File: config.mk
export PLATFORM = sky130hd
export DESIGN_NAME = traffic_phase_ctrl_flat
export DESIGN_NICKNAME = d
export VERILOG_FILES = /design/src/rtl/traffic_phase_ctrl_if.sv /design/src/rtl/traffic_phase_ctrl.sv /design/src/flat_wrapper.sv
export SDC_FILE = /design/constraint.sdc
export NUM_CORES = 1
export LEC_CHECK = 0
export CAP_MARGIN = 20
export CORE_AREA = 5 5 99 101
export DETAILED_ROUTE_END_ITERATION = 10
export DIE_AREA = 0 0 104 106
export PLACE_DENSITY = 0.74
export SETUP_SLACK_MARGIN = 0.3
export SYNTH_ARGS = -nofsm -noshare
export SYNTH_HDL_FRONTEND = slang
export SYNTH_SLANG_ARGS = --single-unit
File: constraint.sdc
create_clock -name clk -period 4.8 [get_ports clk]
set_input_delay 0.96 -clock clk [delete_from_list [all_inputs] [get_ports clk]]
set_output_delay 0.96 -clock clk [all_outputs]
set_load 0.1 [all_outputs]
File: src/rtl/traffic_phase_ctrl_if.sv
// Bundles the run controls, green-time config port, demand inputs and lamp
// outputs of traffic_phase_ctrl.
//   master: drives en, mode, cfg_we, cfg_phase, cfg_green, req; reads lamp,
//           active_phase, phase_start
//   slave : the controller side (mirror of master)
interface traffic_phase_ctrl_if #(
    parameter int unsigned NUM_PH = 4,
    parameter int unsigned CNT_W  = 8
);
    localparam int unsigned PH_W = $clog2(NUM_PH);

    logic                  en;
    logic [1:0]            mode;
    logic                  cfg_we;
    logic [PH_W-1:0]       cfg_phase;
    logic [CNT_W-1:0]      cfg_green;
    logic [NUM_PH-1:0]     req;
    logic [3*NUM_PH-1:0]   lamp;
    logic [PH_W-1:0]       active_phase;
    logic                  phase_start;

    modport master (
        output en, mode, cfg_we, cfg_phase, cfg_green, req,
        input  lamp, active_phase, phase_start
    );

    modport slave (
        input  en, mode, cfg_we, cfg_phase, cfg_green, req,
        output lamp, active_phase, phase_start
    );
endinterface

File: src/rtl/traffic_phase_ctrl.sv
// N-phase intersection signal controller. Each phase runs
// ALLRED -> GREEN -> YELLOW; flash and all-red hold modes are reached through
// a forced yellow/all-red clearance. Timing is in prescaled ticks.
// Ports:
//   clk   - system clock
//   rst_  - asynchronous active-low reset
//   bus   - traffic_phase_ctrl_if.slave: en, mode, cfg_we/cfg_phase/cfg_green,
//           req (inputs); lamp {G,Y,R} per phase, active_phase, phase_start
// Optional feature: define TPC_DEMAND_SKIP_EN to pick the next phase by
// round-robin over req; otherwise rotation is strictly sequential.
module traffic_phase_ctrl #(
    parameter int unsigned NUM_PH   = 4,
    parameter int unsigned TICK_DIV = 500000,
    parameter int unsigned CNT_W    = 8,
    parameter int unsigned GREEN_T  = 50,
    parameter int unsigned YELLOW_T = 10,
    parameter int unsigned ALLRED_T = 2
) (
    input logic clk,
    input logic rst_,
    traffic_phase_ctrl_if.slave bus
);
    localparam int unsigned PH_W  = $clog2(NUM_PH);
    localparam int unsigned PRE_W = $clog2(TICK_DIV);
    localparam logic [2:0] L_G   = 3'b100;
    localparam logic [2:0] L_Y   = 3'b010;
    localparam logic [2:0] L_R   = 3'b001;
    localparam logic [2:0] L_OFF = 3'b000;

    typedef enum logic [2:0] {S_ALLRED, S_GREEN, S_YELLOW, S_FLASH, S_HOLD} state_t;

    state_t              state_q, state_d;
    logic [PRE_W-1:0]    pre_q, pre_d;
    logic [CNT_W-1:0]    timer_q, timer_d;
    logic [PH_W-1:0]     ph_q, ph_d;
    logic                first_q, first_d;     // next ALLRED exit re-serves ph_q
    logic                flash_q, flash_d;
    logic [CNT_W-1:0]    green_run_q, green_run_d;
    logic [CNT_W-1:0]    green_t_q [NUM_PH];
    logic [CNT_W-1:0]    green_t_d [NUM_PH];
    logic [3*NUM_PH-1:0] lamp_q, lamp_d;
    logic                start_q, start_d;

    logic                tick_c;
    logic                done_c;
    logic [CNT_W-1:0]    dur_c;
    logic [PH_W-1:0]     nxt_ph_c;
    logic [PH_W-1:0]     seq_ph_c;

    // Prescaler: one-cycle tick on wrap, frozen while en is low
    always_comb begin
        tick_c = bus.en && (pre_q == PRE_W'(TICK_DIV - 1));
        pre_d  = pre_q;
        if (bus.en) begin
            pre_d = tick_c ? '0 : pre_q + PRE_W'(1);
        end
    end

    // Duration of the current state; zero behaves as one tick
    always_comb begin
        case (state_q)
            S_ALLRED: dur_c = CNT_W'(ALLRED_T);
            S_GREEN:  dur_c = green_run_q;
            S_YELLOW: dur_c = CNT_W'(YELLOW_T);
            default:  dur_c = CNT_W'(1);
        endcase
        if (dur_c == '0) begin
            dur_c = CNT_W'(1);
        end
        done_c = tick_c && (timer_q == dur_c - CNT_W'(1));
    end

    // Next phase to serve on a normal ALLRED exit
    always_comb begin
        seq_ph_c = (ph_q == PH_W'(NUM_PH - 1)) ? '0 : ph_q + PH_W'(1);
        nxt_ph_c = seq_ph_c;
`ifdef TPC_DEMAND_SKIP_EN
        // Scan forward from ph_q+1; the last candidate is ph_q itself
        for (int unsigned i = NUM_PH; i >= 1; i--) begin
            if (bus.req[PH_W'((32'(ph_q) + i) % NUM_PH)]) begin
                nxt_ph_c = PH_W'((32'(ph_q) + i) % NUM_PH);
            end
        end
`endif
    end

`ifndef TPC_DEMAND_SKIP_EN
    logic unused_req_c;
    assign unused_req_c = ^bus.req;
`endif

    // Green-time table writes, accepted regardless of en
    always_comb begin
        green_t_d = green_t_q;
        if (bus.cfg_we && (32'(bus.cfg_phase) < NUM_PH)) begin
            green_t_d[bus.cfg_phase] = bus.cfg_green;
        end
    end

    // Next-state and phase bookkeeping
    always_comb begin
        state_d     = state_q;
        timer_d     = timer_q;
        ph_d        = ph_q;
        first_d     = first_q;
        flash_d     = flash_q;
        green_run_d = green_run_q;
        start_d     = 1'b0;
        if (bus.en) begin
            if (tick_c) begin
                timer_d = timer_q + CNT_W'(1);
            end
            case (state_q)
                S_GREEN: begin
                    if (bus.mode != 2'b00 || done_c) begin
                        state_d = S_YELLOW;
                    end
                end
                S_YELLOW: begin
                    if (done_c) begin
                        state_d = S_ALLRED;
                    end
                end
                S_ALLRED: begin
                    if (done_c) begin
                        if (bus.mode == 2'b01) begin
                            state_d = S_FLASH;
                            flash_d = 1'b1;
                        end else if (bus.mode != 2'b00) begin
                            state_d = S_HOLD;
                        end else begin
                            state_d = S_GREEN;
                            if (!first_q) begin
                                ph_d = nxt_ph_c;
                            end
                            first_d     = 1'b0;
                            green_run_d = green_t_q[ph_d];
                            start_d     = 1'b1;
                        end
                    end
                end
                S_FLASH, S_HOLD: begin
                    if (bus.mode == 2'b00) begin
                        state_d = S_ALLRED;
                        ph_d    = '0;
                        first_d = 1'b1;
                    end else if (bus.mode == 2'b01) begin
                        if (state_q == S_HOLD) begin
                            state_d = S_FLASH;
                            flash_d = 1'b1;
                        end else if (tick_c) begin
                            flash_d = ~flash_q;
                        end
                    end else begin
                        state_d = S_HOLD;
                    end
                end
                default: state_d = S_ALLRED;
            endcase
            if (state_d != state_q || state_d == S_FLASH || state_d == S_HOLD) begin
                timer_d = '0;
            end
        end
    end

    // Lamps follow the next state so they change with the state register
    always_comb begin
        lamp_d = '0;
        for (int unsigned i = 0; i < NUM_PH; i++) begin
            case (state_d)
                S_GREEN:  lamp_d[3*i +: 3] = (ph_d == PH_W'(i)) ? L_G : L_R;
                S_YELLOW: lamp_d[3*i +: 3] = (ph_d == PH_W'(i)) ? L_Y : L_R;
                S_FLASH:  lamp_d[3*i +: 3] = flash_d ? L_Y : L_OFF;
                default:  lamp_d[3*i +: 3] = L_R;
            endcase
        end
    end

    always_ff @(posedge clk or negedge rst_) begin
        if (!rst_) begin
            state_q     <= S_ALLRED;
            pre_q       <= '0;
            timer_q     <= '0;
            ph_q        <= '0;
            first_q     <= 1'b1;
            flash_q     <= 1'b0;
            green_run_q <= CNT_W'(GREEN_T);
            lamp_q      <= {NUM_PH{L_R}};
            start_q     <= 1'b0;
            for (int unsigned i = 0; i < NUM_PH; i++) begin
                green_t_q[i] <= CNT_W'(GREEN_T);
            end
        end else begin
            state_q     <= state_d;
            pre_q       <= pre_d;
            timer_q     <= timer_d;
            ph_q        <= ph_d;
            first_q     <= first_d;
            flash_q     <= flash_d;
            green_run_q <= green_run_d;
            lamp_q      <= lamp_d;
            start_q     <= start_d;
            green_t_q   <= green_t_d;
        end
    end

    assign bus.lamp         = lamp_q;
    assign bus.active_phase = ph_q;
    assign bus.phase_start  = start_q;
endmodule

File: src/flat_wrapper.sv
// flat-port wrapper written by rule: the top's interface ports become plain ports
module traffic_phase_ctrl_flat 
#(
    parameter int unsigned NUM_PH   = 4,
    parameter int unsigned TICK_DIV = 500000,
    parameter int unsigned CNT_W    = 8,
    parameter int unsigned GREEN_T  = 50,
    parameter int unsigned YELLOW_T = 10,
    parameter int unsigned ALLRED_T = 2
)
  (clk, rst_, bus_en, bus_mode, bus_cfg_we, bus_cfg_phase, bus_cfg_green, bus_req, bus_lamp, bus_active_phase, bus_phase_start);
  traffic_phase_ctrl_if #(.NUM_PH(NUM_PH), .CNT_W(CNT_W)) bus_i ();
  input logic clk;
  input logic rst_;
  input wire logic [$bits(bus_i.en)-1:0] bus_en;
  input wire logic [$bits(bus_i.mode)-1:0] bus_mode;
  input wire logic [$bits(bus_i.cfg_we)-1:0] bus_cfg_we;
  input wire logic [$bits(bus_i.cfg_phase)-1:0] bus_cfg_phase;
  input wire logic [$bits(bus_i.cfg_green)-1:0] bus_cfg_green;
  input wire logic [$bits(bus_i.req)-1:0] bus_req;
  output wire logic [$bits(bus_i.lamp)-1:0] bus_lamp;
  output wire logic [$bits(bus_i.active_phase)-1:0] bus_active_phase;
  output wire logic [$bits(bus_i.phase_start)-1:0] bus_phase_start;
  assign bus_i.en = bus_en;
  assign bus_i.mode = bus_mode;
  assign bus_i.cfg_we = bus_cfg_we;
  assign bus_i.cfg_phase = bus_cfg_phase;
  assign bus_i.cfg_green = bus_cfg_green;
  assign bus_i.req = bus_req;
  assign bus_lamp = bus_i.lamp;
  assign bus_active_phase = bus_i.active_phase;
  assign bus_phase_start = bus_i.phase_start;
  traffic_phase_ctrl #(.NUM_PH(NUM_PH), .TICK_DIV(TICK_DIV), .CNT_W(CNT_W), .GREEN_T(GREEN_T), .YELLOW_T(YELLOW_T), .ALLRED_T(ALLRED_T)) u_core (.clk(clk), .rst_(rst_), .bus(bus_i));
endmodule
==> run summary <==
Status -> finished, final reports clean
Clock H-tree levels -> 3
Final WS setup -> 814 ps
Row count -> 35
WL per Instance -> 16.0 µm
Worst Skew -> 17.8 ps
First-pass iteration count of the detailed router -> 5
Achievable Freq -> 251 MHz
GRT Util Overall -> 0.182
Fin nets -> 510
CTS Sinks -> 87
Cell count after synthesis -> 457
# IOs -> 35
CP Launch Type -> flop
Clock Tree Buf Depth -> 2
WP data required -> 5090 ps
Maximum fanout along the worst path -> 16
Largest net degree at the start of global routing -> 88
Netlist cell types -> 62
Final setup fails -> 0
Mapped Area -> 4660 µm²
Reg2Reg Setup Slack -> 810 ps
Yosys warnings -> 0
FF-to-FF path depth -> 14
Slew HR -> 0.348
Pwr/cell area -> 302 nW/µm²
Drt drc -> 0
Buffers & Inverters on Critical Path -> 1
Initial antenna violation count -> 0
Area after DPL -> 5060 µm²
Die width -> 104 µm
Post-route ant nets -> 0
Routability cong. -> 0.878
Global routing usage on met2 -> 0.291
Fin crit share -> 0.830
DR iter-0 viols -> 156
Origin of the critical flop-to-flop path -> u_core.green_run_q[4]
Mapped Nets -> 481
ANT cells -> 0
DP Worst Slack -> 833 ps
TritonCTS Buffers -> 9
GR peak layer -> met2
CTS tree -> yes
Sequential Power Share -> 0.546
Post-DP HPWL -> 6.78 mm
Cts hold-fix bufs -> 0
Power share of the combinational group -> 0.112
CP Launch Point -> u_core.green_run_q[4]
HP Class -> input pin to async pin
Die area -> 11000 µm²
Endpoint class of the critical path -> flop
Lkg Pwr -> 2.29 nW
Vias per inst -> 5.88
Clock latency on the worst-skew pair -> 370 ps
Clock transition at the registers of the reported paths -> 100 ps
Post-CTS setup buffers -> 0
CTS Root Cell -> clkbuf_8
GRT Residual Overflow -> 0
WS Path Type -> flop to flop
Post-Route WL -> 9.65 mm
Count of non-filler cells in the finished layout -> 602
Switching portion of total power -> 0.265
CP Depth -> 14
Seq/Total Area, Yosys -> 0.473
Final min period -> 3990 ps
Async set-reset flop share out of synthesis -> 1.00
Final hold vios -> 0
Crit path cell chain -> nor4_1, a211o_1, a21oi_1, ha_1, xnor2_1, a21oi_1, or3_1, nor4_1, o2111a_1, nand4b_4, a2bb2oi_2, inv_2, nand2_1, o21ai_1
Chip height -> 106 µm
Initial Utilization -> 0.522
Worst path max stage delay -> 540 ps
Maximum vdd drop -> 154 µV
Worst path arrival time -> 4270 ps
Delay-heaviest family, CP -> simple AND/OR/NAND/NOR gates
Clk pwr share -> 0.342
Placed instance count -> 585
Fraction of layout cells with a size suffix above 1 -> 0.208
Final Slew Violations -> 0
P_sw -> 0.425 mW
Core area -> 8930 µm²
Final Cell Area -> 5300 µm²
RSZ-0062 raised after global routing -> false
Synth Register Bits -> 87
Routing usage on met3 -> 0.0370
Vias in the first global route -> 3463
PortBufs -> 30
Prevailing post-synth register cell -> dfrtp_1
Post-CTS resize count -> 0
Via count -> 3542
Routing usage on met1 -> 0.255
Area grow syn2layout -> 13.7%
Mean Syn Cell Area -> 10.2 µm²
First-pass GRT wire length -> 16.8 mm
Internal power -> 1.18 mW
Setup TNS -> 0 ps
Slowest CP cell -> o2111a_1
Number of flops mapped to enable cells by yosys -> 0
Worst slew pin tran -> 975 ps
Number of max-cap violations -> 0
FF-to-FF End -> u_core.bus.lamp[7]
-- routing by layer --
layer	up-vias	share of wire	routed length, µm
met2	49	0.49	4680
li1	1716	-	-
met4	0	0.0083	80
met3	7	0.031	299
met1	1770	0.48	4590
met5	-	0	0
-- cells in the mapped netlist, types with 8 or more instances --
cell | n | area share
nor2_1 | 27 | 0.022
mux2i_1 | 12 | 0.026
nand2_1 | 48 | 0.039
a21oi_1 | 15 | 0.016
xnor2_1 | 16 | 0.030
or3_1 | 8 | 0.011
o21ai_0 | 33 | 0.035
clkbuf_1 | 15 | 0.012
dfstp_2 | 20 | 0.11
nand4_1 | 8 | 0.011
dfrtp_1 | 67 | 0.36
mux2_2 | 40 | 0.097
nand3_1 | 14 | 0.015
inv_1 | 14 | 0.011
-- worst max-delay path by stage --
stage	to	slack [ps]
floorplan	u_core.bus.lamp[11]	1290
global placement	u_core.timer_q[5]	930
detailed placement	u_core.bus.lamp[10]	830
CTS	u_core.bus.lamp[7]	810
global route	u_core.bus.lamp[10]	420
finish	u_core.bus.lamp[7]	810
-- layout make-up --
cell class              instances  area [µm²]
fillers                       772        3630
multi-input cells             333        2300
flip-flops and latches         87        2200
repair buffers                 39         385
well taps                     111         139
clock buffers                   9         124
clock inverters                 7        86.3
inverters                      16        60.1
-- stage by stage --
stage	total power, mW	hold slack [ps]	util
finish	1.60	436	0.593
global route	1.68	428	0.593
CTS	1.62	509	0.590
detailed placement	1.07	490	0.567
global placement	1.05	480	0.567
floorplan	0.999	459	-
-- sequential cells by signal (all words and copies together) (netlist names) --
name	count
u_core.bus.active_phase	2
u_core.pre_q	19
u_core.first_q	1
u_core.state_q	3
u_core.bus.phase_start	1
u_core.green_t_q	32
u_core.flash_q	1
u_core.green_run_q	8
u_core.timer_q	8
u_core.bus.lamp	12
-- kinds of logic after synthesis --
| logic type | share of synthesized area |
|---|---|
| AND/OR/NAND/NOR | 0.179 |
| AO/OA/AOI/OAI | 0.144 |
| XOR/XNOR | 0.0376 |
| adder cells (fa/ha/maj) | 0.0107 |
| multiplexers | 0.122 |
| buffers and inverters | 0.0338 |
| flip-flops | 0.473 |
-- power by group through the flow --
stage	logic (mW)	clock network [mW]	registers [mW]
3_3_place_gp	0.169	0	0.881
5_1_grt	0.201	0.596	0.885
6_report	0.179	0.549	0.875
3_5_place_dp	0.179	0	0.890
2_1_floorplan	0.127	0	0.872
4_1_cts	0.180	0.567	0.876
-- layout by cell type, fill, tap and decap left out, types with 9 or more instances in the layout --
master and instances:
dfrtp_1 67, nand2_1 48, mux2_2 40, o21ai_0 33, clkdlybuf4s50_1 29, nor2_1 27
dfstp_2 20, xnor2_1 16, a21oi_1 15, inv_1 14, nand3_1 14, mux2i_1 11
clkbuf_8 9, buf_4 9
Note: power is estimated with default switching activity, not from simulation.
